$ cat src/rtl/pwm_pkg.sv
// Shared types and constants for the multi-channel PWM block.
package pwm_pkg;

  // Counting scheme of the shared timebase.
  typedef enum logic {
    PWM_EDGE   = 1'b0,
    PWM_CENTER = 1'b1
  } pwm_mode_t;

  // Counting direction; only meaningful in center-aligned mode.
  typedef enum logic {
    DIR_UP   = 1'b0,
    DIR_DOWN = 1'b1
  } pwm_dir_t;

  // Period loaded into both active and shadow registers at reset.
  localparam int PWM_DEF_PERIOD = 1023;

  // Width of a channel index; never zero so a single-channel build still has a port.
  function automatic int ch_idx_w(input int n_ch);
    return (n_ch > 1) ? $clog2(n_ch) : 1;
  endfunction

endpackage

$ cat src/rtl/pwm_timebase.sv
// Shared PWM timebase: produces the count, its direction and the end-of-period flag.
// A disabled timebase sits at count 0 counting up and reports every cycle as the
// end of a period, so pending updates commit at once while stopped.
module pwm_timebase
  import pwm_pkg::*;
#(
  parameter int CNT_W = 10
) (
  input  logic             clk,
  input  logic             arst,
  input  logic             i_en,
  input  logic [CNT_W-1:0] i_period,
  input  pwm_mode_t        i_mode,
  output logic [CNT_W-1:0] o_cnt,
  output logic             o_eop
);

  localparam logic [CNT_W-1:0] ONE = CNT_W'(1);

  logic [CNT_W-1:0] r_cnt;
  logic [CNT_W-1:0] w_cnt_nxt;
  pwm_dir_t         r_dir;
  pwm_dir_t         w_dir_nxt;
  logic             w_eop;

  // End-of-period detection and next count/direction.
  always_comb begin
    w_eop     = 1'b1;
    w_cnt_nxt = r_cnt;
    w_dir_nxt = r_dir;
    if (i_en && (i_period != '0)) begin
      if (i_mode == PWM_EDGE) begin
        w_eop = (r_cnt == i_period);
      end else begin
        // P=1 never reaches a down-count, so cnt==1 is already the last cycle.
        w_eop = (r_cnt == ONE) && ((r_dir == DIR_DOWN) || (i_period == ONE));
      end
    end
    if (w_eop) begin
      w_cnt_nxt = '0;
      w_dir_nxt = DIR_UP;
    end else if (i_mode == PWM_EDGE) begin
      w_cnt_nxt = r_cnt + ONE;
    end else if (r_dir == DIR_UP) begin
      if (r_cnt == i_period) begin
        w_cnt_nxt = r_cnt - ONE;
        w_dir_nxt = DIR_DOWN;
      end else begin
        w_cnt_nxt = r_cnt + ONE;
      end
    end else begin
      w_cnt_nxt = r_cnt - ONE;
    end
  end

  // Count and direction registers.
  always_ff @(posedge clk) begin
    if (!arst) begin
      r_cnt <= '0;
      r_dir <= DIR_UP;
    end else begin
      r_cnt <= w_cnt_nxt;
      r_dir <= w_dir_nxt;
    end
  end

  assign o_cnt = r_cnt;
  assign o_eop = w_eop;

endmodule

$ cat src/rtl/pwm_multi_channel.sv
// N-channel PWM generator with a shared timebase and double-buffered duty/period.
// Writes land in shadow registers; the whole shadow set is copied to the active
// set on the edge that ends a period, so a running pulse is never cut short.
module pwm_multi_channel
  import pwm_pkg::*;
#(
  parameter int              N_CH       = 4,
  parameter int              CNT_W      = 10,
  parameter int              DEF_PERIOD = PWM_DEF_PERIOD,
  parameter logic [N_CH-1:0] POL_INV    = '0,
  localparam int             CH_IDX_W   = ch_idx_w(N_CH)
) (
  input  logic                clk,
  input  logic                arst,
  input  logic                en,
  input  logic                wr_en,
  input  logic [CH_IDX_W-1:0] wr_ch,
  input  logic [CNT_W-1:0]    wr_duty,
  input  logic                cfg_we,
  input  logic [CNT_W-1:0]    cfg_period,
  input  logic                cfg_mode,
  output logic                upd_pending,
  output logic                upd_done,
  output logic [CNT_W-1:0]    cnt_o,
  output logic [N_CH-1:0]     pwm_o
);

  logic [CNT_W-1:0] r_sh_duty  [N_CH];
  logic [CNT_W-1:0] r_act_duty [N_CH];
  logic [CNT_W-1:0] r_sh_period;
  logic [CNT_W-1:0] r_act_period;
  pwm_mode_t        r_sh_mode;
  pwm_mode_t        r_act_mode;
  logic             r_pending;
  logic             r_done;
  logic [N_CH-1:0]  r_pwm;

  logic [CNT_W-1:0] w_cnt;
  logic             w_eop;
  logic             w_duty_wr;
  logic             w_commit;
  logic [N_CH-1:0]  w_pwm_nxt;

  pwm_timebase #(
    .CNT_W(CNT_W)
  ) u_timebase (
    .clk     (clk),
    .arst    (arst),
    .i_en    (en),
    .i_period(r_act_period),
    .i_mode  (r_act_mode),
    .o_cnt   (w_cnt),
    .o_eop   (w_eop)
  );

  // Out-of-range channel writes are dropped entirely; commit only on a period boundary.
  assign w_duty_wr = wr_en && (int'(wr_ch) < N_CH);
  assign w_commit  = w_eop && r_pending;

  // Shadow/active banks: the commit copies the shadow as it was before any same-cycle write.
  always_ff @(posedge clk) begin
    if (!arst) begin
      for (int c = 0; c < N_CH; c++) begin
        r_sh_duty[c]  <= '0;
        r_act_duty[c] <= '0;
      end
      r_sh_period  <= CNT_W'(DEF_PERIOD);
      r_act_period <= CNT_W'(DEF_PERIOD);
      r_sh_mode    <= PWM_EDGE;
      r_act_mode   <= PWM_EDGE;
    end else begin
      if (w_commit) begin
        for (int c = 0; c < N_CH; c++) begin
          r_act_duty[c] <= r_sh_duty[c];
        end
        r_act_period <= r_sh_period;
        r_act_mode   <= r_sh_mode;
      end
      if (w_duty_wr) begin
        r_sh_duty[wr_ch] <= wr_duty;
      end
      if (cfg_we) begin
        r_sh_period <= cfg_period;
        r_sh_mode   <= pwm_mode_t'(cfg_mode);
      end
    end
  end

  // Pending/done tracking: a write in the commit cycle keeps pending set for the next boundary.
  always_ff @(posedge clk) begin
    if (!arst) begin
      r_pending <= 1'b0;
      r_done    <= 1'b0;
    end else begin
      r_done <= w_commit;
      if (w_duty_wr || cfg_we) begin
        r_pending <= 1'b1;
      end else if (w_commit) begin
        r_pending <= 1'b0;
      end
    end
  end

  // Per-channel threshold compare against the shared count.
  for (genvar c = 0; c < N_CH; c++) begin : g_ch
    assign w_pwm_nxt[c] = (w_cnt < r_act_duty[c]) ^ POL_INV[c];
  end

  // Output pins are registered; a stopped timebase parks every pin at its idle level.
  always_ff @(posedge clk) begin
    if (!arst) begin
      r_pwm <= POL_INV;
    end else if (!en) begin
      r_pwm <= POL_INV;
    end else begin
      r_pwm <= w_pwm_nxt;
    end
  end

  assign upd_pending = r_pending;
  assign upd_done    = r_done;
  assign cnt_o       = w_cnt;
  assign pwm_o       = r_pwm;

endmodule

$ cat config.mk
export PLATFORM = sky130hd
export DESIGN_NAME = pwm_multi_channel
export DESIGN_NICKNAME = d
export VERILOG_FILES = /design/src/rtl/pwm_pkg.sv /design/src/rtl/pwm_timebase.sv /design/src/rtl/pwm_multi_channel.sv
export SDC_FILE = /design/constraint.sdc
export NUM_CORES = 1
export LEC_CHECK = 0
export BUFFER_PORTS_ARGS = -buffer_cell sky130_fd_sc_hd__buf_2
export CAP_MARGIN = 40
export CELL_PAD_IN_SITES_DETAIL_PLACEMENT = 1
export CELL_PAD_IN_SITES_GLOBAL_PLACEMENT = 1
export CORE_MARGIN = 4
export CORE_UTILIZATION = 50
export CTS_BUF_LIST = sky130_fd_sc_hd__clkbuf_8
export CTS_CLUSTER_DIAMETER = 150
export CTS_CLUSTER_SIZE = 24
export DETAILED_ROUTE_END_ITERATION = 6
export GPL_TIMING_DRIVEN = 0
export PLACE_DENSITY_LB_ADDON = 0.1
export SLEW_MARGIN = 20
export SYNTH_ARGS = -nofsm -noshare
export SYNTH_HDL_FRONTEND = slang
export SYNTH_SLANG_ARGS = --single-unit
$ cat constraint.sdc
create_clock -name clk -period 4.7 [get_ports clk]
set_clock_uncertainty 0.1 [all_clocks]
set_input_delay 0.47 -clock clk [delete_from_list [all_inputs] [get_ports clk]]
set_output_delay 0.47 -clock clk [all_outputs]
set_load 0.1 [all_outputs]
==> results.json <==
{
  "status": "finished, final reports clean",
  "yosysUniqueCellTypes": 42,
  "maxCapViolations": 0,
  "setup-violations-final": 0,
  "syn_to_final_growth_pct": 14.9,
  "dieArea_mm2": 0.0130,
  "clk_latency_ns": 0.44,
  "grt_pass1_wl_um": 21600,
  "yosysWarnings": 0,
  "p_int_uw": 1820,
  "synth_seq_cells": 119,
  "cts_root_buf": "clkbuf_8",
  "ctsResizeCount": 0,
  "dpl_worst_slack_ns": 1.30,
  "core_area_mm2": 0.0109,
  "worstSetupEndpointType": "flip-flop",
  "grt_setup_unrepaired": "no",
  "die_h_um": 114,
  "initial_utilization": 0.516,
  "period_needed_ns": 3.41,
  "holdBufCountCts": 0,
  "cts_tree": "done",
  "fin_nets": 610,
  "seq_area_frac_synth": 0.564,
  "fin_cells": 696,
  "slew_viol_final": 0,
  "h-tree-depth": 4,
  "gp_congestion": 0.805,
  "io_buffer_count": 43,
  "worst_slack_ns": 1.29,
  "drc": 0,
  "drt_first_pass_iters": 4,
  "critPathKind": "flip-flop to flip-flop",
  "powerDensity_mw_per_mm2": 365,
  "cp_max_fo": 23,
  "antenna_found_initial": 0,
  "antenna_cells": 0,
  "ios": 44,
  "cts_setup_buffers": 0,
  "synth-async-reset-ratio": 0,
  "hold_path.class": "input pin to flip-flop",
  "dr.first_iter.drc_count": 126,
  "vias": 3676,
  "nFillCells": 1161,
  "postSynthAreaPerCell_um2": 11.8,
  "grt-ovfl-total": 0,
  "netSwitchingFraction": 0.231,
  "multi_input_area_mm2": 0.00221,
  "register_area_mm2": 0.00318,
  "critPathLaunchType": "flip-flop",
  "fp-row-count": 38,
  "synth_area_leaders": "edfxtp_1 (43%), dfxtp_1 (14%), ha_1 (8.6%)",
  "fmax_mhz": 293,
  "cts_sinks": 119,
  "die-width_um": 114,
  "relSlewSlack": 0.530,
  "ir_worst_vdd_v": 0.000337,
  "crit_slowest_cell": "nor4_1",
  "cpPeakStageDelay_ns": 0.58,
  "cp.arrival_ns": 3.45,
  "hpwl_um": 9780,
  "worstMarginPinSlew_ns": 0.705,
  "switchingPower_uw": 546,
  "cts_buffer_depth": 2,
  "antenna_left": 0,
  "pwr-share-seq": 0.510,
  "drive_gt1_frac": 0.164,
  "wl_um": 13200,
  "period_share": 0.725,
  "path_cells": "clkbuf_1 -> xnor2_1 -> nand4_1 -> nor4_1 -> o31ai_2 -> buf_6 -> nand2_2 -> buf_16",
  "synth_most_common_cell": "edfxtp_1",
  "syn_area_mm2": 0.00564,
  "clkPwrFrac": 0.409,
  "synthFlopType": "edfxtp_1",
  "cts_buffers": 17,
  "power.total_uw": 2370,
  "first_global_vias": 4135,
  "grt_usage": 0.223,
  "combinationalPowerShare": 0.081,
  "synth_edf_count": 80,
  "ys_top_cells_by_count": "edfxtp_1 (80), and2_1 (70), dfxtp_1 (39), ha_1 (39), inv_1 (39)",
  "via_per_inst": 5.28,
  "clk_pin_slew_ns": 0.07,
  "yosys.area.top_type": "edfxtp_1",
  "synth_fp_nets": 547,
  "tns_ns": 0,
  "finalHoldViolations": 0,
  "postSynthCellCount": 480,
  "post-place-cells": 664,
  "grt_max_degree": 24,
  "p_leak_uw": 0.00284,
  "cp.required_ns": 4.74,
  "wl_per_cell_um": 18.9,
  "yosys.area.top_type_share": 0.426
}
## layout make-up
cell class | instances | share of cell area
buffer | 22 | 0.0164
clock buffer | 21 | 0.0446
clock inverter | 11 | 0.0199
inverter | 39 | 0.0226
multi-input combinational | 300 | 0.341
sequential | 119 | 0.491
tap | 140 | 0.0270
timing repair buffer | 44 | 0.0375
## power by group through the flow
stage / clock [uW] / sequential, uW / combinational, uW
after floorplan: 0 / 1250 / 100
after global placement: 0 / 1230 / 176
after detailed placement: 0 / 1230 / 192
after CTS: 985 / 1210 / 194
after global routing: 1040 / 1210 / 212
final: 969 / 1210 / 191
## cell families (layout without fill, tap and decap cells)
kind of cell / Yosys count / count (layout) / share of synthesized area
flops: 119 / 119 / 0.564
buf+inv: 61 / 137 / 0.0448
xor+xnor: 19 / 19 / 0.0295
mux: 29 / 29 / 0.0515
compound gates: 40 / 40 / 0.0499
fa+ha+maj: 39 / 39 / 0.0865
simple gates: 173 / 173 / 0.174
## placed cells by master (no fill, tap or decap), types with 3 or more instances in the layout
master     Yosys  final
edfxtp_1      80     80
and2_1        70     70
buf_2          7     50
inv_1         39     42
ha_1          39     39
dfxtp_1       39     39
nand2_1       36     35
mux2i_1       29     29
clkbuf_8       0     21
xnor2_1       18     18
nor2_1        13     13
clkbuf_1      12     12
and3_1        11     11
nand2b_1      11     11
o21ai_0        9      9
nand3_1        7      7
nand4_1        5      5
a31oi_1        5      5
nor3_1         4      4
a21oi_1        4      4
a2111oi_0      4      4
a31o_2         4      4
a21o_1         4      4
a211o_1        4      4
or3_1          3      3
clkinv_2       0      3
bufinv_16      0      3
## worst paths after layout
path	cells past startpoint	endpoint	startpoint	slack [ns]
worst min register to register	2	r_act_period[5]	r_sh_period[5]	0.37
worst min-delay path	3	r_sh_period[9]	cfg_period[9]	0.14
worst max register to register	8	r_act_duty[2][1]	u_timebase.o_cnt[6]	1.29
worst max-delay path	8	r_act_duty[2][1]	u_timebase.o_cnt[6]	1.29
## registers in the layout, summed over array words and instances, names as in the netlist
register          flops
r_act_mode            1
u_timebase.r_dir      1
pwm_o                 4
r_act_duty           40
r_act_period         10
r_sh_duty            40
r_sh_mode             1
u_timebase.o_cnt     10
upd_pending           1
r_sh_period          10
upd_done              1
## through the flow
step / cell area [um2] / utilization / hold WS (ns)
final: 6480 / 0.593 / 0.140
after global routing: 6480 / 0.593 / 0.121
after CTS: 6480 / 0.593 / 0.118
after detailed placement: 6060 / 0.554 / 0.364
after global placement: 6030 / 0.552 / 0.346
after floorplan: 5640 / - / 0.328
## worst max-delay path, delay by kind of cell (launching register included)
kind            cells  cell delay [ns]
xor+xnor            1             0.16
simple gates        3             1.16
buf+inv             3             0.81
flops               1             0.57
compound gates      1             0.26
## per-layer routing
layer	part of all wire	wire, um	global-route usage
met5	0	0	0
met4	0.0080	106	0.0602
met3	0.036	472	0.0587
met2	0.50	6620	0.383
met1	0.45	5980	0.280
No activity file was read; power rests on OpenSTA's default activity.
